[src/rtl/scan_chain_loader.sv]
// Scan chain loader: streams bytes from a valid/ready source into a serial
// configuration chain LSB first, optionally comparing the chain tail on readback.
module scan_chain_loader #(
    parameter int CHAIN_LEN = 29,
    parameter int CNT_WIDTH = 16
) (
    input  logic       clk,
    input  logic       rst_n,
    input  logic       start,
    input  logic       verify,
    input  logic       abort,
    input  logic [7:0] in_data,
    input  logic       in_valid,
    output logic       in_ready,
    output logic       scan_clk,
    output logic       scan_en,
    output logic       scan_in,
    input  logic       scan_out,
    output logic       busy,
    output logic       done,
    output logic       err
);

    typedef enum logic [2:0] {
        IDLE     = 3'd0,
        FETCH    = 3'd1,
        SHIFT_LO = 3'd2,
        SHIFT_HI = 3'd3,
        DONE     = 3'd4
    } state_t;

    localparam logic [CNT_WIDTH-1:0] LEN_C  = CNT_WIDTH'(CHAIN_LEN);
    localparam logic [CNT_WIDTH-1:0] ONE_C  = {{(CNT_WIDTH-1){1'b0}}, 1'b1};
    localparam logic [CNT_WIDTH-1:0] ZERO_C = {CNT_WIDTH{1'b0}};

    state_t               state_r;
    state_t               state_s;
    logic [CNT_WIDTH-1:0] bit_cnt_r;
    logic [CNT_WIDTH-1:0] cnt_inc_s;
    logic [2:0]           bit_idx_r;
    logic [7:0]           shifter_r;
    logic                 verify_r;
    logic                 take_s;
    logic                 in_ready_r;
    logic                 scan_clk_r;
    logic                 scan_en_r;
    logic                 scan_in_r;
    logic                 busy_r;
    logic                 done_r;
    logic                 err_r;

    assign cnt_inc_s = bit_cnt_r + ONE_C;

    assign in_ready = in_ready_r;
    assign scan_clk = scan_clk_r;
    assign scan_en  = scan_en_r;
    assign scan_in  = scan_in_r;
    assign busy     = busy_r;
    assign done     = done_r;
    assign err      = err_r;

    // Next-state decode; abort overrides every handshake and transition
    always_comb begin
        state_s = state_r;
        take_s  = 1'b0;
        if (abort && (state_r != IDLE)) begin
            state_s = IDLE;
        end else begin
            case (state_r)
                IDLE: begin
                    if (start) begin
                        state_s = FETCH;
                    end else begin
                        state_s = IDLE;
                    end
                end
                FETCH: begin
                    if (in_valid && in_ready_r) begin
                        take_s  = 1'b1;
                        state_s = SHIFT_LO;
                    end else begin
                        state_s = FETCH;
                    end
                end
                SHIFT_LO: state_s = SHIFT_HI;
                SHIFT_HI: begin
                    if (cnt_inc_s == LEN_C) begin
                        state_s = DONE;
                    end else if (bit_idx_r == 3'd7) begin
                        state_s = FETCH;
                    end else begin
                        state_s = SHIFT_LO;
                    end
                end
                DONE:    state_s = IDLE;
                default: state_s = IDLE;
            endcase
        end
    end

    // State, datapath and outputs; outputs are decoded from the next state so they align with it
    always_ff @(posedge clk) begin
        if (!rst_n) begin
            state_r    <= IDLE;
            bit_cnt_r  <= ZERO_C;
            bit_idx_r  <= 3'd0;
            shifter_r  <= 8'h00;
            verify_r   <= 1'b0;
            in_ready_r <= 1'b0;
            scan_clk_r <= 1'b0;
            scan_en_r  <= 1'b0;
            scan_in_r  <= 1'b0;
            busy_r     <= 1'b0;
            done_r     <= 1'b0;
            err_r      <= 1'b0;
        end else begin
            state_r    <= state_s;
            in_ready_r <= (state_s == FETCH);
            scan_en_r  <= (state_s == FETCH) || (state_s == SHIFT_LO) || (state_s == SHIFT_HI);
            scan_clk_r <= (state_s == SHIFT_HI);
            busy_r     <= (state_s != IDLE);
            done_r     <= (state_s == DONE);

            if ((state_r == IDLE) && start) begin
                verify_r  <= verify;
                err_r     <= 1'b0;
                bit_cnt_r <= ZERO_C;
            end

            if (take_s) begin
                shifter_r <= in_data;
                bit_idx_r <= 3'd0;
                scan_in_r <= in_data[0];
            end

            // shifter_r[0] is the bit currently presented on scan_in
            if ((state_r == SHIFT_LO) && (state_s == SHIFT_HI) && verify_r &&
                (scan_out != shifter_r[0])) begin
                err_r <= 1'b1;
            end

            if ((state_r == SHIFT_HI) && (state_s != IDLE)) begin
                bit_cnt_r <= cnt_inc_s;
                shifter_r <= {1'b0, shifter_r[7:1]};
                if (state_s == SHIFT_LO) begin
                    bit_idx_r <= bit_idx_r + 3'd1;
                    scan_in_r <= shifter_r[1];
                end
            end
        end
    end

endmodule

[config.mk]
export PLATFORM = sky130hd
export DESIGN_NAME = scan_chain_loader
export DESIGN_NICKNAME = d
export VERILOG_FILES = /design/src/rtl/scan_chain_loader.sv
export SDC_FILE = /design/constraint.sdc
export NUM_CORES = 1
export LEC_CHECK = 0
export ABC_AREA = 1
export CAP_MARGIN = 20
export CORE_MARGIN = 3
export CORE_UTILIZATION = 35
export DETAILED_ROUTE_END_ITERATION = 8
export GPL_ROUTABILITY_DRIVEN = 0
export HOLD_SLACK_MARGIN = 0.1
export PLACE_DENSITY = 0.55
export SETUP_SLACK_MARGIN = 0.15
export SYNTH_ARGS = -nofsm -noshare
export SYNTH_HDL_FRONTEND = slang
export SYNTH_SLANG_ARGS = --single-unit
export TNS_END_PERCENT = 50
[constraint.sdc]
create_clock -name clk -period 2.67 [get_ports clk]
set_clock_uncertainty 0.05 [all_clocks]
set_input_delay 0.4005 -clock clk [delete_from_list [all_inputs] [get_ports clk]]
set_output_delay 0.4005 -clock clk [all_outputs]
set_load 0.005 [all_outputs]
==> summary by stage, run 1 <==
Synthesis
The number of register bits inferred by synthesis is 38. The total nets after synthesis is 333. Of the synthesized area, sequential elements account for 37.0%. In the synthesized netlist, the number of instances is 314.

In this run the cell area of the synthesized design comes to 0.00206 mm^2. In this run the mean area of a mapped cell was 6.55 um^2. The Yosys step of the flow raised 0 warnings. Yosys mapped the design onto 24 distinct sky130hd cell types.

Drt
Dividing the detail-routed via count by the number of cells gives 4.65. After detailed routing, the wire length on met1 is 2290 um. The highest metal layer with signal wires is met4. The number of iterations in the first detailed-routing pass is 4.

The post-detailed-route wirelength per cell is 11.2 um. After detailed routing, the number of remaining DRC violations is 0. The number of vias after detailed routing is 1905.

Detailed routing placed a total of 2080 um of wire on met2. Wire segments on met3 add up to 124 um in the final route. The first routing iteration left 38 violations. The routed design has 4590 um of wire. The remaining antenna violation count is 0.

Final layout
The post-route netlist has 9.47% of its cells at a drive strength greater than 1. Leaving out fill and tap cells, the most frequent cells in the layout are nand2_1 (100), nor2_1 (38), dfxtp_1 (38), inv_1 (35), clkdlybuf4s50_1 (21). The library cell used most frequently in the layout, excluding fill and tap cells, is nand2_1. The area overhead of the layout relative to synthesis is 19.3%. The count of cells in the finished layout, fillers not included, comes to 410. The number of nets in the layout is 356. The number of antenna diodes in the final layout is 0. The filler cells instantiated in the layout total 626.

Floorplanning
In this run the vertical extent of the chip is 82.6 um. The area inside the core boundary is 0.00561 mm^2. Measured along the x axis, the die boundary spans 82.6 um. The initial core utilization is 36.7%. The number of rows created at floorplan is 27. For this design the top-level I/O count stands at 22. The total die area is 0.00683 mm^2.

GRT
The number of antenna violations at the first check in global routing is 0. The number of global-route vias before repair came to 1771. For this run the aggregate overflow at the end of global routing stands at 0. The first global-routing pass estimated 7670 um of wire. The maximum number of pins on one net before global-route repair is 25. Global routing consumed, over all layers together, 14.7% of the routing resources.

STA
The worst-margin pin slew is 0.554 ns. The worst path needs 2.15 ns of the cycle, external delays included. The highest clock rate is 466 MHz. The final-report hold violation count came to 0. Setup repair after global routing left no endpoint under its margin. The worst hold margin is 0.398 ns. After routing, the total negative slack on setup checks comes to 0 ns. The minimum setup slack in the final design is 0.522 ns. The portion of the clock cycle consumed by the worst path in the final layout is 80.4%. The setup-violating endpoint count in the final report is 0.

The relative max-transition margin is 62.9%. The number of max-slew violations in the final report is 0.

CTS
Clock tree synthesis found a total of 38 sinks. The number of setup buffers added after CTS is 0. The number of CTS-inserted buffers is 5. The source-to-sink clock delay at the later pin of the worst-skew pair is 0.29 ns. The quantity of hold-fixing buffers added after cts is 0.

The count of instances resized after the clock tree is built is 0. The master cell of the clock root buffer is clkbuf_8. The maximum clock insertion buffer count is 2. After clock tree synthesis, the clock-pin slew on the worst setup and hold paths is 0.08 ns. The H-tree generated during clock tree synthesis spans 2 levels. The clock tree from TritonCTS is yes.

Worst setup path
The worst setup path is captured at a flip-flop. The data required time at the worst endpoint is 2.81 ns. The category of the worst setup path launch point is a flip-flop. The critical path in this run is classified as reg -> reg. The arrival time at the worst endpoint is 2.29 ns. The critical-path maximum fanout is 5.

Place
The wire-length estimate of the detail-placed layout is 3380 um. The cell count after placement is 402. The count of buffers added on input and output ports is 21. Before CTS, the worst setup slack after placement is 0.364 ns.

Outcome
The run finished with clean final reports.

Pwr
Summed over all cells, the static leakage comes to 0.888 nW. The largest vdd supply drop is 0.000218 V. The power density over cell area is 482 mW/mm^2.

Worst hold path
The class of the tightest hold or removal check is reg -> reg.

Job
The max capacitance violation total is 0.
synth_stat cells:
cell type	number	share of area, %
inv_1	35	6.4
a211oi_1	1	0.37
clkbuf_1	6	1.1
xor2_1	2	0.85
nand3_2	3	1.5
nand4_1	6	1.8
nor2_1	38	6.9
nand2_2	9	2.7
nand3b_1	3	1.1
ha_1	4	2.4
a21oi_1	19	4.6
nor2_4	5	2.7
a31oi_1	7	2.1
nor4_1	1	0.30
nor2_2	3	0.91
dfxtp_1	38	37
nor3_1	5	1.2
nand3_1	15	3.7
o21ai_0	7	1.7
nand2_1	100	18
o21bai_1	2	0.73
a21oi_2	1	0.43
buf_2	2	0.49
or2_2	2	0.61
layer usage:
layer | GRT usage [%] | up-vias
li1 | - | 1042
met3 | 3.04 | 10
met1 | 18.1 | 830
met2 | 24.5 | 23
met5 | 0 | -
met4 | 6.54 | 0
metrics by stage:
stage          total power [mW]  util [%]  cell area [um^2]
5_1_grt                    1.23      43.7              2450
3_5_place_dp              0.707      41.8              2350
4_1_cts                    1.20      43.7              2450
2_1_floorplan             0.656         -              2060
6_report                   1.18      43.7              2450
3_3_place_gp              0.707      41.8              2350
registers in the layout, summed over array words and instances (netlist names):
| name | cells |
|---|---|
| err | 1 |
| state_r | 3 |
| in_ready | 1 |
| verify_r | 1 |
| bit_idx_r | 3 |
| scan_en | 1 |
| busy | 1 |
| scan_clk | 1 |
| shifter_r | 8 |
| scan_in | 1 |
| bit_cnt_r | 16 |
| done | 1 |
worst max-delay path, cell delays in order, from the launching register on:
cell and delay [ns]:
dfxtp_1 0.39, ha_1 0.22, nand2_1 0.11, nor2_2 0.16
nand2_1 0.07, nand2_1 0.09, nand3_1 0.08, nor2_1 0.09
nand2_1 0.06, nor2_1 0.12, nand2_2 0.09, nand2_2 0.08
nand2_2 0.09, nor2_4 0.14, nand3_1 0.09, nand2_1 0.07
nor2_1 0.05
layout make-up:
cell class	instances	area, um^2	share of cell area, %
multi-input cells	233	1130	46.1
well taps	72	90.1	3.67
flip-flops and latches	38	761	31.0
clock buffers	7	76.3	3.11
repair buffers	24	233	9.49
inverters	35	131	5.36
clock inverters	1	30.0	1.22
path summary, 6_finish.rpt:
| check | cells after the start | startpoint | slack, ns | to |
|---|---|---|---|---|
| worst min-delay path | 2 | verify_r | 0.40 | verify_r |
| worst min register to register | 2 | verify_r | 0.40 | verify_r |
| worst max register to register | 16 | bit_cnt_r[1] | 0.52 | bit_idx_r[2] |
| worst max-delay path | 16 | bit_cnt_r[1] | 0.52 | bit_idx_r[2] |
report_power, final:
group | total, mW | switching [mW] | internal (mW) | leakage (nW)
combinational | 0.108 | 0.0609 | 0.0469 | 0.529
sequential | 0.584 | 0.00555 | 0.579 | 0.307
clock | 0.490 | 0.211 | 0.280 | 0.0524
total | 1.18 | 0.277 | 0.905 | 0.888
logic make-up after synthesis:
group	count (synthesis)	share of synthesized area, %
AOI/OAI and AO/OA	37	9.98
xor gates and xnor gates	2	0.852
adders and majority gates	4	2.43
buffers and inverters	43	7.97
DFF	38	37.0
and+or+nand+nor	190	41.8
Power figures use the tool's default switching activity.
==> run 2: changes to the inputs <==
- PLACE_DENSITY: 0.55 -> 0.57
- clock period: 2.67 -> 1.9 ns (I/O delays scaled with it)
==> summary by stage, run 2 (synthesis gave the netlist of run 1 again) <==
Outcome
The flow ran to the end, but the final reports show violations. The checks that failed: negative setup slack.

Final layout
The library cells used most frequently in the layout, excluding fill and tap cells, are nand2_1 (96), buf_4 (38), nor2_1 (35), inv_1 (34), dfxtp_1 (34). The number of inserted filler cells in the final layout is 572 (-8.6%). The diode insertion count for antenna repair came to 0 (unchanged). The largest registers in the layout are bit_cnt_r: 16 flops, shifter_r: 8 flops. The number of flip-flops in the largest register is 16 (unchanged). The non-filler instance count after layout is 460 (+12%). The finished layout cell area came to 0.00299 mm^2 (+22%). The library cell used most frequently in the layout, excluding fill and tap cells, is nand2_1. Relative to the synthesized area, the layout overhead comes to 45.5%. Ranked by flip-flop count, first place goes to bit_cnt_r.

The fraction of final layout cells with drive strength greater than 1 is 26.3% (+17 points). The number of nets in the layout was 406 (+14%).

Pwr
The total power after layout is 1.59 mW (+35%). The combinational power share is 12.2% (+3.1 points). The power density over cell area was 532 mW/mm^2 (+10%). The net load switching power is 0.395 mW (+43%).

The proportion of total power due to net switching is 24.8% (+1.4 points). The internal power is 1.20 mW (+32%). The power share of the clock group came to 36.4% (-5.1 points). The largest vdd supply drop is 0.000322 V (+48%). The sequential share of power is 51.4% (+2.0 points). The static leakage power came to 1.19 nW (+34%).

Worst setup path
The critical-path maximum fanout is 5 (unchanged). STA classifies the critical path endpoint as a flip-flop. The register-to-register setup slack is -0.12 ns (-0.64 ns).

The arrival time at the worst endpoint is 2.16 ns (-0.13 ns). The depth of the worst register-to-register path is 16 (unchanged). The reg-to-reg endpoint is bit_idx_r[2]. The cell with the largest stage delay on the worst path is dfxtp_4. The category of the worst setup path launch point is a flip-flop. In this run the critical register-to-register path is launched from bit_cnt_r[1]. The data required time at the worst endpoint is 2.04 ns (-0.77 ns). The delay contributed by the slowest stage of the critical path was 0.37 ns (-0.02 ns). By startpoint and endpoint, the worst setup path is classified as reg -> reg.

The critical path goes through ha_4, nand3_4, nor2_4, nand2_2, nand2_2, nand2_1, nor2_1, nand2_1, nor2_2, nand2_2, nand2_4, nand2_4, nor2_4, nand3_1, nand2_1, nor2_1.

Floorplanning
The x dimension of the die is 82.6 um (unchanged). The count of pins on the block boundary is 22 (unchanged). The area inside the core boundary came to 0.00561 mm^2 (unchanged).

The number of rows created at floorplan is 27 (unchanged). The initial core utilization came to 36.7% (unchanged). The total die area is 0.00683 mm^2 (unchanged).

The die height is 82.6 um (unchanged).

STA
The worst-margin pin slew is 0.436 ns (-0.118 ns). The portion of the clock cycle consumed by the worst path in the final layout is 106% (+26 points). The minimum setup slack in the final design was -0.120 ns (-0.642 ns). The worst hold margin is 0.400 ns (+0.00202 ns). The final-report hold violation count is 0 (unchanged). The setup-violating endpoint count in the final report was 8 (+8). The highest clock rate is 495 MHz (+6.3%). Setup repair after global routing could not meet its margin everywhere. The number of max-slew violations in the final report is 0 (unchanged).

The minimum clock period is 2.02 ns (-0.128 ns). The relative max-transition margin is 70.8% (+7.9 points).

GRT
The maximum number of pins on one net before global-route repair is 16 (-36%). The total grt overflow came to 0 (unchanged). The global-route total usage across every layer is 16.6% (+1.9 points). The number of global-route vias before repair is 2020 (+14%).

The global-route wire length before repair is 8740 um (+14%). The number of antenna violations at the first check in global routing is 0 (unchanged).

CTS
The number of H-tree branching levels is 2 (unchanged). The quantity of hold-fixing buffers added after cts came to 0 (unchanged). TritonCTS built the clock tree. The number of sinks handled by clock tree synthesis came to 38 (unchanged). In this run the clock root is driven by a clkbuf_8. The number of CTS-inserted buffers is 5 (unchanged). The maximum clock insertion buffer count is 2 (unchanged).

The clock transition at the register clock pins on the worst setup and hold paths after CTS came to 0.08 ns (about the same). The source-to-sink clock delay at the later pin of the worst-skew pair is 0.28 ns (about the same).

Drt
The count of routing violations after the opening detailed-route iteration came to 71 (+87%). The post-detailed-route wirelength per cell is 10.9 um (-2.5%). The average vias per placed instance is 4.64 (-0.16%). The number of iterations in the first detailed-routing pass came to 4 (unchanged). The remaining antenna violation count was 0 (unchanged).

The aggregate routed wire length is 5020 um (+9.4%). The number of vias after detailed routing came to 2134 (+12%). The number of DRC violations after detailed routing was 0 (unchanged).

Worst hold path
In this run the worst hold path is classified as reg -> reg. For hold timing, the worst endpoint is verify_r. The worst hold path begins at verify_r. The number of instances on the worst hold path came to 2 (unchanged).

Place
The cell area after placement is 0.00265 mm^2 (+13%). The half-perimeter wire length of the detailed placement result is 3510 um (+3.9%). The cell count after placement was 436 (+8.5%).

The quantity of I/O buffers inserted on ports was 21 (unchanged).

Job
The max capacitance violation total was 0 (unchanged).
-- run 2: changes by cell type in the layout (fill, tap and decap cells not counted), moves of 3 or more --
| cell | change |
|---|---|
| buf_4 | +35 |
| buf_6 | +14 |
| nand2_4 | +5 |
| dfxtp_1 | -4 |
| nand2_1 | -4 |
| nor2_1 | -3 |
-- run 2: repair_timing --
action | in CTS | in global routing
endpoints found under the hold margin | 0 | 0
pin swaps | 14 | 9
cloned | 0 | 0
buffers inserted | 13 | 3
gates resized for setup | 13 | 19
endpoints found under the setup margin | 11 | 25
-- run 2: stage by stage --
stage | util, % | setup slack [ns] | TNS, ns
global route | 53.3 | -0.296 | -2.43
floorplan | - | 0.0676 | 0
finish | 53.3 | -0.120 | -0.662
global placement | 47.3 | -0.113 | -0.670
CTS | 51.7 | -0.0800 | -0.424
detailed placement | 47.3 | -0.142 | -0.856
-- run 2: critical path, delay by kind of cell (launching register included) --
kind,cells,cell delay [ns]
DFF,1,0.37
and+or+nand+nor,15,1.31
adders and majority gates,1,0.17
-- run 2: worst max-delay path by stage --
stage | slack [ns] | from | endpoint
finish | -0.12 | bit_cnt_r[1] | bit_idx_r[2]
global placement | -0.11 | bit_cnt_r[0] | bit_idx_r[1]
CTS | -0.08 | bit_cnt_r[1] | bit_idx_r[2]
detailed placement | -0.14 | bit_cnt_r[1] | bit_idx_r[1]
floorplan | 0.07 | bit_cnt_r[1] | bit_idx_r[0]
global route | -0.30 | bit_cnt_r[1] | bit_idx_r[1]
-- run 2: layout make-up --
cell class,count,area [um^2],area share [%]
clock buffers,6,82.6,2.76
clock inverters,2,12.5,0.418
multi-input cells,233,1230,41.2
flip-flops and latches,38,771,25.8
well taps,72,90.1,3.01
repair buffers,74,673,22.5
inverters,35,131,4.39
-- run 2: power by group through the flow --
stage	logic, mW	clock network [mW]	registers [mW]
final	0.194	0.580	0.818
after global routing	0.213	0.641	0.821
after CTS	0.195	0.605	0.818
after detailed placement	0.191	0	0.839
after global placement	0.191	0	0.838
after floorplan	0.0850	0	0.839
-- run 2: routing by layer --
metal | part of all wire [%] | track usage [%]
met4 | 1.5 | 7.84
met3 | 3.0 | 3.25
met1 | 49 | 21.0
met2 | 47 | 26.9
met5 | 0 | 0
